===== src/rtl/counter_pkg.sv =====
// counter_pkg
// Shared definitions for the modulo up/down counter family.
//   CNT_UP / CNT_DOWN : direction encodings for the UP input
//   term_val()        : terminal value for a direction and modulus
//   clog2()           : bits needed to hold values 0..value-1
//   WRAPS_W/WRAPS_MAX : width and ceiling of the wrap counter
package counter_pkg;

    localparam logic CNT_UP   = 1'b1;
    localparam logic CNT_DOWN = 1'b0;

    localparam int unsigned    WRAPS_W   = 8;
    localparam logic [WRAPS_W-1:0] WRAPS_MAX = 8'hFF;

    // Counting up ends at modulus-1, counting down ends at 0.
    function automatic longint unsigned term_val(input logic up,
                                                 input longint unsigned modulus);
        if (up == CNT_DOWN) begin
            return 64'd0;
        end
        return modulus - 64'd1;
    endfunction

    // Number of bits needed to represent 0..value-1 (0 for value <= 1).
    function automatic int unsigned clog2(input longint unsigned value);
        longint unsigned v;
        int unsigned     n;
        v = (value == 64'd0) ? 64'd0 : value - 64'd1;
        n = 0;
        for (int i = 0; i < 64; i++) begin
            if ((v >> i) != 64'd0) begin
                n = i + 1;
            end
        end
        return n;
    endfunction

endpackage


===== src/rtl/counter_tc_detect.sv =====
// counter_tc_detect
// Combinational terminal-value compare for a modulo up/down counter.
//   count : current counter value (WIDTH bits)
//   up    : direction, 1 = counting up, 0 = counting down
//   tc    : high when count equals the terminal value for the direction
module counter_tc_detect
    import counter_pkg::*;
#(
    parameter int unsigned     WIDTH   = 4,
    parameter longint unsigned MODULUS = 16
) (
    input  logic [WIDTH-1:0] count,
    input  logic             up,
    output logic             tc
);

    localparam logic [WIDTH-1:0] TERM_UP   = WIDTH'(term_val(CNT_UP, MODULUS));
    localparam logic [WIDTH-1:0] TERM_DOWN = WIDTH'(term_val(CNT_DOWN, MODULUS));

    always_comb begin
        tc = (count == ((up == CNT_UP) ? TERM_UP : TERM_DOWN));
    end

endmodule


===== src/rtl/counter_mod_updown.sv =====
// counter_mod_updown
// Modulo-MODULUS up/down counter with count enable, synchronous clamped load,
// optional saturation, cascadable carry/borrow and a saturating wrap counter.
//   CLK        : clock, rising edge
//   ASYNCRESET : asynchronous active-high reset (O = INIT, WRAPS = 0)
//   CE         : count enable
//   UP         : direction, 1 = up, 0 = down
//   LD         : synchronous load, overrides CE
//   D          : load value, clamped to MODULUS-1
//   O          : registered count
//   TC         : terminal count, combinational from O and UP
//   COUT       : TC & CE, drives CE of the next cascade stage
//   WRAPS      : registered wrap count, saturating at 255
module counter_mod_updown
    import counter_pkg::*;
#(
    parameter int unsigned     WIDTH    = 4,
    parameter longint unsigned MODULUS  = 16,
    parameter longint unsigned INIT     = 0,
    parameter bit              SATURATE = 1'b0
) (
    input  logic               CLK,
    input  logic               ASYNCRESET,
    input  logic               CE,
    input  logic               UP,
    input  logic               LD,
    input  logic [WIDTH-1:0]   D,
    output logic [WIDTH-1:0]   O,
    output logic               TC,
    output logic               COUT,
    output logic [WRAPS_W-1:0] WRAPS
);

    localparam longint unsigned SPAN       = 64'd1 << WIDTH;
    // With a full binary range the natural overflow is the wrap, no clamp needed.
    localparam bit              FULL_RANGE = (MODULUS == SPAN);
    localparam logic [WIDTH-1:0] MAX_VAL   = WIDTH'(MODULUS - 64'd1);
    localparam logic [WIDTH-1:0] INIT_VAL  = WIDTH'(INIT);
    localparam logic [WIDTH-1:0] ONE       = WIDTH'(1);

    // Parameter legality, evaluated at elaboration.
    if (WIDTH < 1 || WIDTH > 32) begin : gen_bad_width
        $error("counter_mod_updown: WIDTH must be 1..32");
    end
    if (MODULUS < 2 || MODULUS > SPAN) begin : gen_bad_modulus
        $error("counter_mod_updown: MODULUS must be 2..2**WIDTH");
    end
    if (clog2(MODULUS) > WIDTH) begin : gen_bad_clog2
        $error("counter_mod_updown: MODULUS does not fit in WIDTH bits");
    end
    if (INIT >= MODULUS) begin : gen_bad_init
        $error("counter_mod_updown: INIT must be below MODULUS");
    end

    logic [WIDTH-1:0]   count_q, count_d;
    logic [WRAPS_W-1:0] wraps_q, wraps_d;
    logic               tc;
    logic [WIDTH-1:0]   inc, dec, load_val, wrap_val;

    counter_tc_detect #(
        .WIDTH   (WIDTH),
        .MODULUS (MODULUS)
    ) u_tc_detect (
        .count (count_q),
        .up    (UP),
        .tc    (tc)
    );

    always_comb begin
        inc = count_q + ONE;
        dec = count_q - ONE;

        // Out-of-range loads clamp to the top of the range.
        if (FULL_RANGE || (D <= MAX_VAL)) begin
            load_val = D;
        end else begin
            load_val = MAX_VAL;
        end

        if (FULL_RANGE) begin
            wrap_val = (UP == CNT_UP) ? inc : dec;
        end else begin
            wrap_val = (UP == CNT_UP) ? '0 : MAX_VAL;
        end
    end

    always_comb begin
        count_d = count_q;
        wraps_d = wraps_q;
        if (LD) begin
            count_d = load_val;
        end else if (CE) begin
            if (!tc) begin
                count_d = (UP == CNT_UP) ? inc : dec;
            end else if (!SATURATE) begin
                count_d = wrap_val;
                if (wraps_q != WRAPS_MAX) begin
                    wraps_d = wraps_q + 8'd1;
                end
            end
        end
    end

    always_ff @(posedge CLK or posedge ASYNCRESET) begin
        if (ASYNCRESET) begin
            count_q <= INIT_VAL;
            wraps_q <= '0;
        end else begin
            count_q <= count_d;
            wraps_q <= wraps_d;
        end
    end

    assign O     = count_q;
    assign TC    = tc;
    assign COUT  = tc & CE;
    assign WRAPS = wraps_q;

endmodule


===== config.mk =====
export PLATFORM = sky130hd
export DESIGN_NAME = counter_mod_updown
export DESIGN_NICKNAME = d
export VERILOG_FILES = /design/src/rtl/counter_pkg.sv /design/src/rtl/counter_tc_detect.sv /design/src/rtl/counter_mod_updown.sv
export SDC_FILE = /design/constraint.sdc
export NUM_CORES = 1
export LEC_CHECK = 0
export ABC_AREA = 1
export CAP_MARGIN = 30
export CORE_MARGIN = 8
export CORE_UTILIZATION = 42
export CTS_CLUSTER_DIAMETER = 200
export DETAILED_ROUTE_END_ITERATION = 8
export HOLD_SLACK_MARGIN = 0.06
export PLACE_DENSITY = 0.71
export SYNTH_ARGS = -nofsm -noshare
export SYNTH_HDL_FRONTEND = slang
export SYNTH_HIERARCHICAL = 1
export SYNTH_SLANG_ARGS = --single-unit

===== constraint.sdc =====
create_clock -name CLK -period 1.35 [get_ports CLK]
set_clock_uncertainty 0.15 [all_clocks]
set_input_delay 0.2025 -clock CLK [delete_from_list [all_inputs] [get_ports CLK]]
set_output_delay 0.2025 -clock CLK [all_outputs]
set_load 0.05 [all_outputs]

==> results <==
- The run finished, with violations left.
- The checks that failed: negative setup slack.
- In this run the number of H-tree levels came out at 1.
- The initial cell density of the core is 0.436.
- Across all register-to-register paths, the minimum setup slack is -0.30 ns.
- Data arrives at the worst endpoint at roughly 1.3 ns.
- The first global-routing pass estimated approximately 5 mm of wire.
- The endpoint class of the critical path is an output pin.
- In this run the tightest slew margin relative to its limit is 0.785.
- The path class of the tightest hold or removal check is primary input to register.
- Of the synthesized area, sequential elements account for 0.359.
- The final number of setup-violating endpoints is 17.
- The core region is roughly 1900 µm².
- The number of antenna violations at the first check in global routing is 0.
- Along the worst path, the maximum fanout reaches 4.
- The number of global-route vias before repair is roughly 1,100.
- In this run the cell area of the synthesized design comes to about 840 µm².
- The worst hold path was traced through 3 stages.
- The peak ir drop on the vdd network is 1240 µV.
- Setup repair after global routing could not meet its margin everywhere.
- The routed wirelength normalized by instance count is 17.2 µm.
- The total number of nets in the final design is approximately 180.
- 0 antenna diodes ended up in the layout.
- The filler-free cell count of the finished design is 197.
- In this run the horizontal extent of the chip is roughly 61 µm.
- The final HPWL from detailed placement is 1.84 mm.
- STA puts the critical path data required time at 1.00 ns.
- The clock net in this run drives a total of 12 sinks.
- The origin of the critical flop-to-flop path is O[3].
- Using the TritonRoute via totals, the vias-per-cell ratio works out to between 5 and 6.
- The number of cells on the worst reg-to-reg path is 9.
- The critical path is of the register to output pin type.
- The worst setup path is launched from a register.
- The critical register-to-register path endpoint is WRAPS[7].
- The complex-gate fraction of the synthesized area is 0.0448.
- After detailed routing, the number of remaining DRC violations is 0.
- The endpoint of the worst hold path is O[1].
- The count of buffers from port buffering is 22.
- For this run, the total global-route usage over all layers was measured as 0.182.
- The core utilization of the finished layout is 0.873.
- The final-report max-slew violation count was 0.
- The post-synthesis net count is between 100 and 150.
- The clock network latency to the later pin of the worst-skew pair is about 0.29 ns.
- The share of total power in the clock network is 0.179.
- After synthesis, the largest family of logic cells by area is simple AND/OR/NAND/NOR gates.
- In this run the core area contains 16 standard-cell rows.
- Of the total synthesized cell area, the portion taken by full adders, half adders and majority gates is 0.0688.
- The power density normalized to cell area is 1030 nW/µm².
- The detail route stage leaves a number of antenna-violating nets equal to 0.
- The count of different cell masters after synthesis is 22.
- The fraction of layout instances using a drive strength above 1 is 0.524.
- The internal power contribution is between 1 and 1.5 mW.
- The reported leakage power is between 0.8 and 0.9 nW.
- The die covers between 3000 and 4000 µm².
- The total net switching power is about 0.67 mW.
- The synthesized design contains 12 register bits.
- The synthesis warning total is 6.
- The synthesized netlist cell count is 113.
- The cell total after placement is 181.
- The switching part of the total is 0.390.
- Clock tree synthesis inserted a total of 3 buffers.
- Measured along the y axis, the die boundary spans around 61 µm.
- The setup TNS is -3.50 ns.
- The maximum number of pins on one net before global-route repair is 13.
- The fill cell total of the finished layout is 106.
- Across the run, the number of max-cap violations was 0.
- The share of power burned in combinational logic is 0.551.
- The sequential power share is 0.270.
- The wire length reported by the detailed router is 3.40 mm.
- Compared with the post-synthesis result, the final layout area differs by 100%.
- The root buffer cell chosen for the clock tree is clkbuf_4.
- The clock transition time at the flip-flop clock pins of the worst setup and hold paths is about 0.090 ns.
- The final worst setup slack is -0.342 ns.
- Dividing the synthesized area by the synthesized cell count gives between 7 and 8 µm².
- The first-iteration detailed-routing DRC count is between 40 and 50.
- The final route contains approximately 1,000 vias.
- The post-route clock period utilization is 1.25.
- The I/O pin total is 23.
- The number of iterations in the first detailed-routing pass is 4.
- In this run the most critical hold path is launched from D[1].
- The library cell used most frequently in the layout, excluding fill and tap cells, is nand2_1.
- The aggregate global routing overflow is 0.
- The library cells used most frequently in the layout, excluding fill and tap cells, are nand2_1, buf_4, buf_12.
- No sink is reached through more buffers than the 2 on the longest clock path.
- Of the total synthesized cell area, the portion taken by AND, OR, NAND and NOR gates is 0.411.
- The TritonCTS clock tree is yes.
- Of the total synthesized cell area, the portion taken by XOR and XNOR cells is 0.0419.
- The share of synthesized area spent on multiplexers is 0.
- Counting I/O delays and the setup requirement, the final critical path takes roughly 1.7 ns.
- The transition time at the pin with the least slew margin is approximately 0.32 ns.
- The total count of hold-check failures in the final report is 0.
- The weighted congestion at the end of routability-driven global placement is just over 0.9.
- The fmax is 591 MHz.
kinds of logic (layout without fill, tap and decap cells):
family | Yosys count | count (layout)
flip-flops | 12 | 12
adder cells (fa/ha/maj) | 4 | 4
AO/OA/AOI/OAI | 6 | 6
XOR/XNOR | 4 | 4
AND/OR/NAND/NOR | 71 | 71
buffers and inverters | 16 | 73
worst max-delay path, stage by stage (launching register included):
cell        delay [ns]
dfrtp_2           0.44
nor2_2            0.14
nand3_2           0.10
nand2_4           0.11
nand2_4           0.05
clkinvlp_4        0.07
buf_12            0.13
routing by layer:
layer,share of wire,global-route usage,vias up
met4,0.033,0.0831,0
met1,0.36,0.187,503
met2,0.55,0.341,52
met3,0.062,0.0381,12
met5,0,0,-
li1,-,-,470
through the flow:
stage / power, mW / setup WS [ns] / hold WS, ns / instance area, µm²
finish: 1.72 / -0.342 / 0.334 / 1680
global route: 1.79 / -0.384 / 0.340 / 1680
CTS: 1.59 / -0.322 / 0.337 / 1570
detailed placement: 1.20 / -0.517 / 0.365 / 1400
global placement: 1.18 / -0.454 / 0.359 / 1400
floorplan: 0.804 / -0.272 / -0.0832 / 861
layout make-up:
| type | instances | area, µm² | area share |
|---|---|---|---|
| flip-flops and latches | 12 | 309 | 0.184 |
| clock buffers | 4 | 36.3 | 0.0216 |
| inverters | 16 | 73.8 | 0.0440 |
| repair buffers | 53 | 639 | 0.381 |
| multi-input cells | 85 | 586 | 0.349 |
| well taps | 27 | 33.8 | 0.0201 |
registers in the layout (all words and copies together) (netlist names):
| signal | count |
|---|---|
| O | 4 |
| WRAPS | 8 |
cell usage after synthesis:
cell type	n	share of area
inv_2	1	0.0045
a21oi_1	1	0.0060
nand3_1	10	0.060
nor2_1	8	0.036
dfrtp_1	12	0.36
o211ai_1	1	0.0090
inv_1	14	0.063
o21ai_1	1	0.0060
ha_1	3	0.045
nand2_2	2	0.015
inv_4	1	0.0075
nand2_4	1	0.013
xnor2_1	2	0.021
fa_1	1	0.024
nand2_8	1	0.024
nor2_4	2	0.027
nand2_1	44	0.20
a22oi_1	2	0.018
nor2_8	1	0.024
nand4_1	2	0.015
o21ai_0	1	0.0060
xor2_1	2	0.021
power by group through the flow:
| stage | Sequential [mW] | Combinational (mW) | Clock [mW] |
|---|---|---|---|
| detailed placement | 0.462 | 0.735 | 0 |
| global route | 0.469 | 0.998 | 0.327 |
| floorplan | 0.627 | 0.177 | 0 |
| global placement | 0.460 | 0.722 | 0 |
| finish | 0.464 | 0.948 | 0.309 |
| CTS | 0.450 | 0.833 | 0.311 |
worst max path at each step:
stage,start,endpoint,cells after the start
6_report,O[3],COUT,6
3_3_place_gp,UP,O[3],7
2_1_floorplan,O[0],WRAPS[2],8
4_1_cts,O[2],COUT,6
5_1_grt,O[3],COUT,6
3_5_place_dp,UP,O[3],7
timing repair:
action,CTS,global route
setup endpoints to repair,22,24
buffers inserted,11,4
resized for setup,16,26
pin swaps,6,11
hold buffers,1,0
endpoints found under the hold margin,12,0
Note: power is estimated with default switching activity, not from simulation.
